==> src/rtl/updi_break_gen.sv <==
`default_nettype none
// ============================================================================
// Module      : updi_break_gen
// Description : UPDI break generator; drives N low break pulses separated by
//               high gaps. Optional line-release check: UPDI_BREAK_RXCHECK_EN.
// Revision    : 1.0 - initial release
// ============================================================================
module updi_break_gen #(
    parameter int BREAK_CLK   = 100000,
    parameter int GAP_CLK     = 1000,
    parameter int TIMEOUT_CLK = 100000,
    parameter int MAX_BREAKS  = 2,
    localparam int CNT_MAX_BG = (BREAK_CLK > GAP_CLK) ? BREAK_CLK : GAP_CLK,
    localparam int CNT_MAX    = (CNT_MAX_BG > TIMEOUT_CLK) ? CNT_MAX_BG : TIMEOUT_CLK,
    localparam int CNT_W      = $clog2(CNT_MAX + 1),
    localparam int NB_W       = $clog2(MAX_BREAKS + 1)
) (
    input  logic            clk,
    input  logic            rst,
    input  logic            start,
    input  logic [NB_W-1:0] n_breaks,
    input  logic            abort,
    input  logic            rx,
    output logic            busy,
    output logic            done,
    output logic            error,
    output logic            pulse
);

    localparam logic [1:0] S_IDLE    = 2'd0;
    localparam logic [1:0] S_BREAK   = 2'd1;
    localparam logic [1:0] S_GAP     = 2'd2;
`ifdef UPDI_BREAK_RXCHECK_EN
    localparam logic [1:0] S_RELEASE = 2'd3;
`endif

    localparam logic [CNT_W-1:0] C_BREAK_LOAD = CNT_W'(BREAK_CLK - 1);
    localparam logic [CNT_W-1:0] C_GAP_LOAD   = CNT_W'(GAP_CLK - 1);
    localparam logic [NB_W-1:0]  C_NB_MAX     = NB_W'(MAX_BREAKS);

    logic [1:0]       state_q, state_d;
    logic [CNT_W-1:0] cnt_q,   cnt_d;
    logic [NB_W-1:0]  nb_q,    nb_d;
    logic             done_q,  done_d;
    logic             error_q, error_d;
    logic             rx_s;

`ifdef UPDI_BREAK_RXCHECK_EN
    localparam logic [CNT_W-1:0] C_TIMEOUT_LOAD = CNT_W'(TIMEOUT_CLK - 1);

    logic rx_meta_q, rx_s_q;

    // Idle-high line: synchroniser resets to 1 so reset does not look like stuck-low.
    always_ff @(posedge clk) begin
        if (rst) begin
            rx_meta_q <= 1'b1;
            rx_s_q    <= 1'b1;
        end else begin
            rx_meta_q <= rx;
            rx_s_q    <= rx_meta_q;
        end
    end
    assign rx_s = rx_s_q;
`else
    logic unused_rx;
    assign unused_rx = rx;
    assign rx_s      = 1'b1;
`endif

    // State register
    always_ff @(posedge clk) begin
        if (rst) begin
            state_q <= S_IDLE;
            cnt_q   <= '0;
            nb_q    <= '0;
            done_q  <= 1'b0;
            error_q <= 1'b0;
        end else begin
            state_q <= state_d;
            cnt_q   <= cnt_d;
            nb_q    <= nb_d;
            done_q  <= done_d;
            error_q <= error_d;
        end
    end

    // Next-state logic
    always_comb begin
        state_d = state_q;
        cnt_d   = cnt_q;
        nb_d    = nb_q;
        done_d  = 1'b0;
        error_d = 1'b0;
        case (state_q)
            S_IDLE: begin
                if (start) begin
                    if (n_breaks == '0)
                        nb_d = NB_W'(1);
                    else if (n_breaks > C_NB_MAX)
                        nb_d = C_NB_MAX;
                    else
                        nb_d = n_breaks;
                    cnt_d   = C_BREAK_LOAD;
                    state_d = S_BREAK;
                end
            end
            S_BREAK: begin
                if (cnt_q == '0) begin
                    if (nb_q > NB_W'(1)) begin
                        nb_d    = nb_q - NB_W'(1);
                        cnt_d   = C_GAP_LOAD;
                        state_d = S_GAP;
                    end else begin
`ifdef UPDI_BREAK_RXCHECK_EN
                        cnt_d   = C_TIMEOUT_LOAD;
                        state_d = S_RELEASE;
`else
                        done_d  = 1'b1;
                        state_d = S_IDLE;
`endif
                    end
                end else begin
                    cnt_d = cnt_q - CNT_W'(1);
                end
            end
            S_GAP: begin
                if (cnt_q == '0) begin
                    cnt_d   = C_BREAK_LOAD;
                    state_d = S_BREAK;
                end else begin
                    cnt_d = cnt_q - CNT_W'(1);
                end
            end
`ifdef UPDI_BREAK_RXCHECK_EN
            S_RELEASE: begin
                if (rx_s) begin
                    done_d  = 1'b1;
                    state_d = S_IDLE;
                end else if (cnt_q == '0) begin
                    done_d  = 1'b1;
                    error_d = 1'b1;
                    state_d = S_IDLE;
                end else begin
                    cnt_d = cnt_q - CNT_W'(1);
                end
            end
`endif
            default: begin
                state_d = S_IDLE;
                cnt_d   = '0;
            end
        endcase

        // Abort overrides every other transition and suppresses completion.
        if (abort && (state_q != S_IDLE)) begin
            state_d = S_IDLE;
            cnt_d   = '0;
            done_d  = 1'b0;
            error_d = 1'b0;
        end
    end

    // Output decode
    always_comb begin
        busy  = (state_q != S_IDLE);
        pulse = (state_q != S_BREAK);
        done  = done_q;
        error = error_q;
    end

endmodule
`default_nettype wire

==> config.mk <==
export PLATFORM = sky130hd
export DESIGN_NAME = updi_break_gen
export DESIGN_NICKNAME = d
export VERILOG_FILES = /design/src/rtl/updi_break_gen.sv
export SDC_FILE = /design/constraint.sdc
export NUM_CORES = 1
export LEC_CHECK = 0
export CAP_MARGIN = 20
export CORE_ASPECT_RATIO = 1.4
export CORE_UTILIZATION = 60
export CTS_BUF_LIST = sky130_fd_sc_hd__clkbuf_4 sky130_fd_sc_hd__clkbuf_8
export DETAILED_ROUTE_END_ITERATION = 6
export GPL_ROUTABILITY_DRIVEN = 1
export PLACE_DENSITY = 0.85
export SYNTH_ARGS = -nofsm -noshare
export SYNTH_HDL_FRONTEND = slang
export SYNTH_SLANG_ARGS = --single-unit
==> constraint.sdc <==
create_clock -name clk -period 2.4 [get_ports clk]
set_clock_uncertainty 0.1 [all_clocks]
set_input_delay 0.48 -clock clk [delete_from_list [all_inputs] [get_ports clk]]
set_output_delay 0.48 -clock clk [all_outputs]
set_load 0.005 [all_outputs]
==> summary.md <==
| Metric | Value |
|---|---|
| Sw Ratio | `39.61%` |
| FF+latch count, synth | `22` |
| Worst EP arrival | `between 1.5 and 2 ns` |
| RSZ-0062 raised after global routing | `false` |
| Number of enable flip-flop cells after synthesis | `0` |
| Fin. Hold Viols | `0` |
| Starting Density | `65.83%` |
| Critical path's largest stage delay | `0.55 ns` |
| Final ANT Viol Nets | `0` |
| Core Box Area | `about 2300 sq um` |
| Slew HR | `a little over three fifths` |
| First-pass DRT Iterations | `5` |
| CP endpoint kind | `primary output` |
| Top post-synthesis cells by area | `dfxtp_1 30%, a21oi_1 4.4%, o21ai_0 4.4%` |
| TritonCTS clock tree | `done` |
| Final RePlAce weighted congestion | `just over 0.9` |
| WS Path Type | `register to primary output` |
| CTS Root Cell | `clkbuf_4` |
| All-layer global routing usage | `between 30 and 40%` |
| Total number of vias | `between 1500 and 2000` |
| Antenna cell count | `0` |
| Global-route wire length before repair | `6561 um` |
| Mapped Cells | `roughly 190` |
| Fill count | `180` |
| Layout Nets | `212` |
| Fmax | `between 0.4 and 0.5 GHz` |
| # clock sinks | `22` |
| Register area share after synthesis | `29.70%` |
| Share of layout cells above drive strength 1 | `around 15%` |
| Sequential Area | `between 400 and 500 sq um` |
| Syn Nets | `198` |
| Detailed placement HPWL | `between 2000 and 3000 um` |
| Number of cell rows | `20` |
| Placed insts | `219` |
| WP data required | `~1.8 ns` |
| Final setup fails | `0` |
| Combinational fraction of design power | `a little over two fifths` |
| Mapped cell area | `1483 sq um` |
| Worst-case vdd ir drop | `~390 uV` |
| Grt total ovfl | `0` |
| Outcome | `finished clean` |
| Worst slew pin tran | `about 0.55 ns` |
| IO buf count | `7` |
| Sw power | `around 0.47 mW` |
| Post-synth top area share | `between 20% and 30%` |
| Max Slew Vio Count | `0` |
| CTS buffer count | `3` |
| Vias per cell | `slightly above 7` |
| WP buf/inv | `2` |
| Clock Tree Buf Depth | `2` |
| Leading area contributor after synthesis | `dfxtp_1` |
| Top cells by count, synth | `22 x dfxtp_1, 14 x nand2_1, 14 x nor2_1, 13 x a21oi_1, 13 x o21ai_0` |
| Fraction of registers with async set/reset | `0%` |
| Cell family with most CP delay | `buffers and inverters` |
| Multi-input logic area | `~940 sq um` |
| Main flop type after synthesis | `dfxtp_1` |
| Vias in the first global route | `~1500` |
| Synth unique cells | `58` |
| Cell Chain, Critical Path | `nor2b_1, inv_1, clkdlybuf4s50_1` |
| Post_cts resized | `0` |
| Setup Fix Bufs, Post-CTS | `0` |
| Crit-path slowest cell | `clkdlybuf4s50_1` |
| Critical path fanouts, max | `9` |
| H-tree depth | `1` |
| Non-Filler Instances | `roughly 220` |
| Clk_lat worst skew | `roughly 0.31 ns` |
| Synth warn | `0` |
| Setup tns final | `0 ns` |
| Clock share of power | `17.1%` |
| Tmin final | `2.294 ns` |
| Int Pwr | `between 0.7 and 0.8 mW` |
| Hold Buf Count CTS | `0` |
| Pleak | `~0.63 nW` |
| Worst Setup Start Kind | `register` |
| Largest net degree at the start of global routing | `13` |
| Top Ports | `11` |
| Fin crit share | `about 96%` |
| Area grow syn2layout | `11.22%` |
| DRT iter0 DRCs | `85` |
| Syn_area_per_cell | `7.887 sq um` |
| Initial antenna violation count | `0` |
| Wirelength per Cell | `17.39 um` |
| Die Width | `approximately 44 um` |
| Die area | `about 2700 sq um` |
| # DRC | `0` |
| CTS clock-pin slew for the worst setup and hold paths | `between 0.1 and 0.15 ns` |
| Power per Cell Area | `720.5 nW/um^2` |
| Tightest Hold Check Type | `register to register` |
| Drt total wl | `3877 um` |
| Die Y-Extent | `between 60 and 70 um` |
| Max-cap violations | `0` |
| Most common cell in the netlist | `dfxtp_1` |
| Reg power frac | `roughly two fifths` |
-- cell type report --
class / count / share of cell area, %
Timing Repair Buffer: 20 / 10.17
Sequential cell: 22 / 26.71
Multi-Input combinational cell: 146 / 57.21
Clock buffer: 4 / 2.200
Tap cell: 22 / 1.669
Inverter: 9 / 2.049
-- per-layer routing --
layer | track usage (%) | up-vias | part of all wire, %
li1 | - | 743 | -
met1 | 37.14 | 752 | 38
met2 | 55.67 | 80 | 50
met3 | 8.036 | 21 | 8.5
met4 | 18.61 | 0 | 3.9
met5 | 0 | - | 0
-- stage by stage --
stage / setup slack, ns / hold slack, ns / utilization [%] / area (sq um) / power [mW]
6_report: 0.1060 / 0.3929 / 73.22 / 1649 / 1.188
5_1_grt: 0.01041 / 0.4124 / 73.22 / 1649 / 1.270
4_1_cts: 0.07770 / 0.3921 / 72.94 / 1643 / 1.177
3_5_place_dp: 0.08756 / 0.3749 / 71.33 / 1607 / 0.9703
3_3_place_gp: 0.1469 / 0.3697 / 71.33 / 1607 / 0.9487
2_1_floorplan: 0.4607 / 0.3555 / - / 1483 / 0.8334
-- power by group through the flow --
| stage | combinational, mW | sequential [mW] | clock (mW) |
|---|---|---|---|
| after floorplan | 0.381 | 0.452 | 0 |
| after global placement | 0.484 | 0.465 | 0 |
| after detailed placement | 0.501 | 0.469 | 0 |
| after CTS | 0.508 | 0.461 | 0.208 |
| after global routing | 0.570 | 0.470 | 0.230 |
| final | 0.523 | 0.463 | 0.203 |
-- cell usage in the layout, fill, tap and decap left out, drive strengths merged, types with 3 or more instances in the layout --
cell type,Yosys,routed
inv,9,9
o22ai,3,3
nor3,8,8
o211ai,3,3
nor2b,3,3
ha,3,3
buf,6,13
a31oi,3,3
nand2b,4,4
nand3,12,12
dfxtp,22,22
clkbuf,5,4
o21ai,15,15
clkdlybuf4s50,0,7
a311oi,4,4
a21oi,13,13
o21a,3,3
nand2,14,14
or4,3,3
nor2,15,15
nor4,4,4
a211oi,3,3
-- worst register-to-register path, delay by kind of cell, from the launching register on --
kind,cells,cell delay (ns)
compound gates,3,0.62
flops,1,0.35
simple gates,2,0.81
fa+ha+maj,1,0.15
buf+inv,1,0.10
-- worst paths after layout --
kind	startpoint	end	slack, ns	cells after the start
max	state_q[1]$_SDFFE_PP0P_	pulse	0.11	3
max reg2reg	cnt_q[0]$_SDFFE_PP0P_	cnt_q[9]$_SDFFE_PP0P_	0.15	7
min	cnt_q[1]$_SDFFE_PP0P_	cnt_q[1]$_SDFFE_PP0P_	0.39	2
min reg2reg	cnt_q[1]$_SDFFE_PP0P_	cnt_q[1]$_SDFFE_PP0P_	0.39	2
-- state kept, by name (all words and copies together), names as in the netlist --
register / cells
done: 1
cnt_q: 17
nb_q: 2
state_q: 2
-- cell families (layout without fill, tap and decap cells) --
family,Yosys count,count (layout),synth area share [%]
AND/OR/NAND/NOR,72,72,27.09
multiplexers,1,1,0.6751
adder cells (fa/ha/maj),3,3,2.532
flip-flops,22,22,29.70
other,1,1,0.2529
XOR/XNOR,1,1,0.5908
buffers and inverters,20,33,7.088
AO/OA/AOI/OAI,68,68,32.07
No activity file was read; power rests on OpenSTA's default activity.
